--- src/rtl/ka_pkg.sv ---
// Shared types, sizes and overlap-placement helper for the 16-bit sequential Karatsuba multiplier.
package ka_pkg;

  localparam int unsigned KA16_N  = 16;
  localparam int unsigned KA16_H  = KA16_N / 2;
  localparam int unsigned KA16_PW = 2 * KA16_N - 1;
  localparam int unsigned KA16_HW = 2 * KA16_H - 1;
  localparam int unsigned KA16_CW = 16;

  typedef enum logic [2:0] {
    IDLE,
    LO,
    HI,
    MID,
    DONE
  } ka_state_e;

  typedef struct packed {
    logic [KA16_N-1:0] a;
    logic [KA16_N-1:0] b;
  } ka_operands_t;

  // Place low/middle/high partial products at offsets 0, H and N, overlapping by XOR.
  function automatic logic [KA16_PW-1:0] ka_overlap(
    input logic [KA16_HW-1:0] p0,
    input logic [KA16_HW-1:0] m,
    input logic [KA16_HW-1:0] p2
  );
    return KA16_PW'(p0) ^ (KA16_PW'(m) << KA16_H) ^ (KA16_PW'(p2) << KA16_N);
  endfunction

endpackage

--- src/rtl/clmul8.sv ---
// Combinational H x H carry-less (GF(2)[x]) multiplier; shared across all three Karatsuba sub-products.
module clmul8
  import ka_pkg::*;
(
  input  logic [KA16_H-1:0]  a_i,
  input  logic [KA16_H-1:0]  b_i,
  output logic [KA16_HW-1:0] prod_o_c
);

  always_comb begin
    prod_o_c = '0;
    for (int unsigned i = 0; i < KA16_H; i++) begin
      if (b_i[i]) begin
        prod_o_c = prod_o_c ^ (KA16_HW'(a_i) << i);
      end
    end
  end

endmodule

--- src/rtl/ka16_seq_mult.sv ---
// Sequential 16-bit carry-less Karatsuba multiplier: one shared 8x8 clmul stepped through LO/HI/MID.
// Optional completed-product counter on port op_count when KA16_OPCNT_EN is defined.
module ka16_seq_mult
  import ka_pkg::*;
(
  input  logic                clk,
  input  logic                rst_n,
  input  logic                in_valid,
  output logic                in_ready,
  input  logic [KA16_N-1:0]   a_in,
  input  logic [KA16_N-1:0]   b_in,
  output logic                out_valid,
  input  logic                out_ready,
  output logic [KA16_PW-1:0]  p_out,
  output logic                busy
`ifdef KA16_OPCNT_EN
  ,
  output logic [KA16_CW-1:0]  op_count
`endif
);

  ka_state_e           state_q, state_d;
  ka_operands_t        ops_q, ops_d;
  logic [KA16_HW-1:0]  p0_q, p0_d;
  logic [KA16_HW-1:0]  p2_q, p2_d;
  logic [KA16_PW-1:0]  p_out_q, p_out_d;

  logic [KA16_H-1:0]   mul_a, mul_b;
  logic [KA16_HW-1:0]  mul_p;

  // Operand select for the shared multiplier; idle states park it at zero.
  always_comb begin
    mul_a = '0;
    mul_b = '0;
    case (state_q)
      LO: begin
        mul_a = ops_q.a[KA16_H-1:0];
        mul_b = ops_q.b[KA16_H-1:0];
      end
      HI: begin
        mul_a = ops_q.a[KA16_N-1:KA16_H];
        mul_b = ops_q.b[KA16_N-1:KA16_H];
      end
      MID: begin
        mul_a = ops_q.a[KA16_H-1:0] ^ ops_q.a[KA16_N-1:KA16_H];
        mul_b = ops_q.b[KA16_H-1:0] ^ ops_q.b[KA16_N-1:KA16_H];
      end
      default: begin
        mul_a = '0;
        mul_b = '0;
      end
    endcase
  end

  clmul8 u_clmul8 (
    .a_i      (mul_a),
    .b_i      (mul_b),
    .prod_o_c (mul_p)
  );

  // Next-state, handshake and datapath-load decode.
  always_comb begin
    state_d  = state_q;
    ops_d    = ops_q;
    p0_d     = p0_q;
    p2_d     = p2_q;
    p_out_d  = p_out_q;
    in_ready = 1'b0;
    case (state_q)
      IDLE: begin
        in_ready = 1'b1;
        if (in_valid) begin
          ops_d   = '{a: a_in, b: b_in};
          state_d = LO;
        end
      end
      LO: begin
        p0_d    = mul_p;
        state_d = HI;
      end
      HI: begin
        p2_d    = mul_p;
        state_d = MID;
      end
      MID: begin
        p_out_d = ka_overlap(p0_q, mul_p ^ p0_q ^ p2_q, p2_q);
        state_d = DONE;
      end
      DONE: begin
        in_ready = out_ready;
        if (out_ready) begin
          if (in_valid) begin
            ops_d   = '{a: a_in, b: b_in};
            state_d = LO;
          end else begin
            state_d = IDLE;
          end
        end
      end
      default: state_d = IDLE;
    endcase
  end

  always_ff @(posedge clk or negedge rst_n) begin
    if (!rst_n) begin
      state_q <= IDLE;
      ops_q   <= '0;
      p0_q    <= '0;
      p2_q    <= '0;
      p_out_q <= '0;
    end else begin
      state_q <= state_d;
      ops_q   <= ops_d;
      p0_q    <= p0_d;
      p2_q    <= p2_d;
      p_out_q <= p_out_d;
    end
  end

  assign out_valid = (state_q == DONE);
  assign busy      = (state_q != IDLE);
  assign p_out     = p_out_q;

`ifdef KA16_OPCNT_EN
  logic                out_hs;
  logic [KA16_CW-1:0]  op_count_q, op_count_d;

  assign out_hs     = (state_q == DONE) && out_ready;
  assign op_count_d = out_hs ? op_count_q + KA16_CW'(1) : op_count_q;

  always_ff @(posedge clk or negedge rst_n) begin
    if (!rst_n) begin
      op_count_q <= '0;
    end else begin
      op_count_q <= op_count_d;
    end
  end

  assign op_count = op_count_q;
`endif

endmodule

--- config.mk ---
export PLATFORM = sky130hd
export DESIGN_NAME = ka16_seq_mult
export DESIGN_NICKNAME = d
export VERILOG_FILES = /design/src/rtl/ka_pkg.sv /design/src/rtl/clmul8.sv /design/src/rtl/ka16_seq_mult.sv
export SDC_FILE = /design/constraint.sdc
export NUM_CORES = 1
export LEC_CHECK = 0
export BUFFER_PORTS_ARGS = -buffer_cell sky130_fd_sc_hd__buf_2
export CAP_MARGIN = 15
export CORE_UTILIZATION = 45
export DETAILED_ROUTE_END_ITERATION = 10
export HOLD_SLACK_MARGIN = 0.02
export PLACE_DENSITY_LB_ADDON = 0.3
export RECOVER_POWER = 25
export SLEW_MARGIN = 20
export SYNTH_ARGS = -nofsm -noshare
export SYNTH_HDL_FRONTEND = slang
export SYNTH_SLANG_ARGS = --single-unit
--- constraint.sdc ---
create_clock -name clk -period 3.4 [get_ports clk]
set_clock_uncertainty 0.2 [all_clocks]
set_input_delay 0.34 -clock clk [delete_from_list [all_inputs] [get_ports clk]]
set_output_delay 0.34 -clock clk [all_outputs]
set_load 0.05 [all_outputs]
* After elaboration in Yosys (flattened, before gate mapping)
Index checks and enable logic that the tools add are counted.
** Storage, ports and cells
- Output and inout port bits :: 34
- Bits in registers :: 96
- Input port bits :: 36
** Operators by class
- Equal/unequal tests :: 6
- Mux-type cells :: 18
- Bitwise logic cells :: 13
- Reduce and logical (&&, ||, !) cells :: 5
** Operators with widths (number)
- $mux 15 :: 7
- $mux 32 :: 2
- $pmux 32 s2 :: 1
- $pmux 8 s3 :: 2
- $xor 15x15->15 :: 3
- $xor 23x31->31 :: 1
- $xor 15x23->23 :: 1
- $xor 8x8->8 :: 2
- $pmux 3 s5 :: 1
- $xor 15x10->15 :: 1
- $xor 15x11->15 :: 1
- $xor 15x12->15 :: 1
- $xor 15x13->15 :: 1
- $xor 15x14->15 :: 1
- $xor 15x9->15 :: 1
- $mux 8 :: 1
- $eq 3x2->1 const B :: 2
- $mux 3 :: 2
- $reduce_and 2->1 :: 2
- $eq 3x1->1 const B :: 1
- $eq 3x3->1 const B :: 1
- $logic_not 3->1 :: 1
- $reduce_bool 3->1 :: 1
- $ne 2x1->1 const B :: 1
- other kinds (4) :: 4

* Longest topological paths before layout
- Depth in word-level cells :: 21
- Gate-level depth with buffers :: 9

* By module
Synthesis repeated with hierarchy kept, for this count alone.
** Unflattened totals
- Cell total of the unflattened synthesis :: 464
- Area total of the unflattened synthesis :: 5027.3 sq um
** Modules (own cells, without submodules)
- ka16_seq_mult :: area an instance 4279.1 sq um, times used 1, cells an instance 338
- clmul8 :: area an instance 748.2 sq um, times used 1, cells an instance 126

* Worst setup path before layout
OpenSTA, ideal clock, no wires.
- Path type :: reg2reg
- From :: register state_q[1]
- To :: register ops_q[0] in the netlist's numbering
- Cell stages (with the launch flop) :: 7
- Library setup time :: 0.125 ns
- Clock period less this slack :: 3.173 ns
- Setup slack :: 0.227 ns
- Arrival time :: 2.849 ns
- Cell sequence :: dfrtp_1 > buf_6 > buf_6 > a211oi_1 > nand2_1 > buf_1 > mux2_2
** On the way
- Cells in the longest elaborated chain, start to end :: 3
- Elaborated cells on any way between the ends :: 6
- Those cells by class :: eq/ne: 2; mux: 1; reduce/logical: 3
** Ends and longest elaborated chain
- start, declared :: line ka16_seq_mult.sv:22 : ka_state_e state_q, state_d;
- start signal, assigned :: line ka16_seq_mult.sv:112 : state_q <= state_d;
- $eq 3x3->1 or $logic_not 3->1 (tied branches) :: line ka16_seq_mult.sv:69 : case (state_q)
- $ne 2x1->1 (no line) or $reduce_bool 2->1 (tied branches)
- $reduce_and 2->1 (no line)
- end signal, assigned :: line ka16_seq_mult.sv:113 : ops_q <= ops_d;
- end, declared :: line ka16_seq_mult.sv:23 : ka_operands_t ops_q, ops_d;
Several ways; a longest one is shown, not always the timed one.
A chain may end at the register's enable or synchronous reset.

* Worst setup path after layout
- From :: register state_q[1]
- To :: register p_out_q[15], in the netlist p_out[15]
** On the way
- Cells in the longest elaborated chain, start to end :: 21
- Elaborated cells on any way between the ends :: 24
- Those cells by class :: eq/ne: 3; mux: 10; bitwise: 11
** Ends and longest elaborated chain
- $eq 3x2->1, or another cell as far along :: line ka16_seq_mult.sv:35, ka16_seq_mult.sv:69
- $pmux 8 s3 :: line ka16_seq_mult.sv:35 : case (state_q)
- $mux 8 :: line clmul8.sv:13 : if (b_i[i]) begin
- $xor 15x9->15 :: line clmul8.sv:14 : prod_o_c = prod_o_c ^ (KA16_HW'(a_i) << i);
- $mux 15 :: line clmul8.sv:13
- $xor 15x10->15 :: line clmul8.sv:14
- $mux 15 :: line clmul8.sv:13
- $xor 15x11->15 :: line clmul8.sv:14
- (+4 left out)
- $mux 15 :: line clmul8.sv:13
- $xor 15x14->15 :: line clmul8.sv:14
- $mux 15 :: line clmul8.sv:13
- $xor 15x15->15 :: line clmul8.sv:14
- $mux 15 :: line clmul8.sv:13
- $xor 15x15->15 (2 in series) :: line ka16_seq_mult.sv:86 : p_out_d = ka_overlap(p0_q, mul_p ^ p0_q ^ p2_q, p2_q);
- $xor 15x23->23 :: line ka_pkg.sv:29 : return KA16_PW'(p0) ^ (KA16_PW'(m) << KA16_H) ^ (KA16_PW'(p2) << KA16_N);
- $xor 23x31->31 :: line ka_pkg.sv:29
- end signal, assigned :: line ka16_seq_mult.sv:116 : p_out_q <= p_out_d;
- end, declared :: line ka16_seq_mult.sv:26 : logic [KA16_PW-1:0] p_out_q, p_out_d;
Several ways; a longest one is shown, not always the timed one.

==> impl_metrics.toml <==
[global_route]
track_usage = 0.197
antenna_found_initial = 0
gr-total-overflow = 0
grt_max_degree = 52
grt_first_pass_wirelength_um = 17800
grt_pass1_vias = 3629

[run_status]
status = "complete, no violations"

[clocking]
cts.sinks = 96
cts_buffer_depth = 2
numCtsBuffers = 9
cts_setup_buffers = 0
ctsHoldBuffers = 24
clock_latency_ns = 0.35
post_cts_resized = 0
htreeDepth = 3
clock-root-buffer = "clkbuf_16"
cts_tree = "done"
clk_pin_slew_ns = 0.06

[synthesis]
syn_nets = 501
synth-simple-area-share = 0.140
ys_seq_area_frac = 0.467
synth_cell_types = 28
synth-adder-area-share = 0
synth_xor_area_frac = 0.209
synthMuxAreaShare = 0.107
syn_area_per_cell_um2 = 11.1
synth_top_area_share = 0.467
synth_cells = 465
syn_area_um2 = 5150
synth_area_leaders = "dfrtp_1 47%, mux2_2 11%, xnor2_1 9.4%"
synth_top_family_by_area = "XOR/XNOR gates"
yosysWarnings = 0
synth-seq-cells = 96
yosysTopAreaCell = "dfrtp_1"
synth_compound_area_frac = 0.0491

[finish]
multi_input_area_um2 = 2610
syn_to_final_growth_pct = 21.3
diodes = 0
nFillCells = 970
final_common_cell = "dfrtp_1"
stdcell_count = 703
final-seq-area_um2 = 2400
drive_gt1_frac = 0.281
nNetsFinal = 594
mostFrequentLayoutCells = "96 x dfrtp_1, 75 x nand2_1, 59 x nand3_1"
final_area_um2 = 6240

[worst_setup_path]
worstPathBufferInverterCount = 0
crit_top_cell = "xnor2_1"
path_max_fanout = 24
reg2reg_setup_slack_ns = 0.33
cp_cell_sequence = "nand2_1 -> xor2_2 -> nand3_1 -> xnor2_1 -> xnor2_1 -> xnor3_1 -> mux2_2"
ff2ff_path_depth = 7
r2r-start = "state_q[1]$_DFFE_PN0P_"
crit_type = "register to register"
critPathSlowestCell = "dfrtp_1"
r2r_end = "p_out[15]$_DFFE_PN0N_"
cp_data_arrival_time_ns = 3.11
crit_required_ns = 3.43
cp-start-kind = "register"
critPathMaxStageDelay_ns = 0.85
crit_family = "XOR/XNOR gates"
cp-end-kind = "register"

[routing]
wl_per_cell_um = 14.9
remaining_drc_errors = 0
postRouteAntennaNets = 0
vias_per_cell = 4.96
wl_met3_um = 416
top_layer = "met4"
wl_um = 10500
drt-met1-wl_um = 4870
route.met2.wl_um = 5070
firstDrtPassIters = 4
vias = 3486
drt_first_iter_violations = 157

[floorplanning]
core-area_um2 = 11000
die_area_um2 = 11900
row_count = 38
die_w_um = 109
ios = 70
die_h_um = 109
initial_core_util = 0.469

[timing]
fin_crit_sh = 0.903
finalMaxSlewViolations = 0
rsz0062_at_grt = "no"
hold_viol = 0
setup_tns_ns = 0
slew_headroom = 0.221
fin_crit_ns = 3.07
max_freq_mhz = 326
setup_viol = 0
worstMarginPinSlew_ns = 1.17

[worst_hold_path]
holdPathEnd = "ops_q[13]$_DFFE_PN0P_"
whs_path_depth = 2
hold_start = "b_in[13]"
hold_class = "input pin to register"

[place]
placedCellCount = 663
io_buffer_count = 69
gp_congestion = 0.822
placed_cell_area_um2 = 5670
hpwl_um = 7300

[flow_run]
cap_violations = 0
## synth_stat cells (all sizes together)
| library cell | count |
|---|---|
| o211a | 1 |
| inv | 3 |
| a211oi | 1 |
| and2 | 4 |
| nand2 | 82 |
| a21bo | 1 |
| nor3 | 1 |
| clkbuf | 12 |
| buf | 12 |
| xnor2 | 56 |
| dfrtp | 96 |
| or3 | 2 |
| nand3 | 62 |
| o21ai | 45 |
| xnor3 | 9 |
| xor2 | 29 |
| mux2 | 49 |
## stage by stage
step,util,hold WS [ns],setup slack [ns]
finish,0.568,0.0300,0.328
global route,0.568,0.0243,0.0301
CTS,0.570,0.0216,0.288
detailed placement,0.516,0.188,0.302
global placement,0.516,0.178,0.398
floorplan,-,-0.156,0.227
## cell families (layout without fill, tap and decap cells)
family / count (synthesis) / in the layout
AOI/OAI and AO/OA: 48 / 48
xor gates and xnor gates: 94 / 94
buffers and inverters: 27 / 125
DFF: 96 / 96
muxes: 49 / 49
and+or+nand+nor: 151 / 151
## final cells by class
class	count	share of cell area
flip-flops and latches	96	0.385
multi-input cells	342	0.417
inverters	3	0.00180
clock buffers	10	0.0383
clock inverters	6	0.0184
well taps	140	0.0281
repair buffers	106	0.111
## registers in the layout (all words and copies together), names as in the netlist
name / cells
state_q: 3
ops_q: 32
p_out: 31
p0_q: 15
p2_q: 15
## layer usage
metal / track usage / vias to the layer above
li1: - / 1738
met1: 0.254 / 1673
met2: 0.326 / 67
met3: 0.0472 / 8
met4: 0.0608 / 0
met5: 0 / -
## worst max path at each step
stage	to	start	slack [ns]	cells past startpoint
floorplan	ops_q[0]$_DFFE_PN0P_	state_q[1]$_DFFE_PN0P_	0.23	6
global placement	p_out[14]$_DFFE_PN0N_	state_q[1]$_DFFE_PN0P_	0.40	7
detailed placement	p_out[15]$_DFFE_PN0N_	state_q[1]$_DFFE_PN0P_	0.30	7
CTS	p_out[15]$_DFFE_PN0N_	state_q[1]$_DFFE_PN0P_	0.29	7
global route	p_out[15]$_DFFE_PN0N_	state_q[1]$_DFFE_PN0P_	0.03	7
finish	p_out[15]$_DFFE_PN0N_	state_q[1]$_DFFE_PN0P_	0.33	7
Power is not shown: default switching activity piles up to over one toggle a cycle in this logic, so the estimate is an artifact.
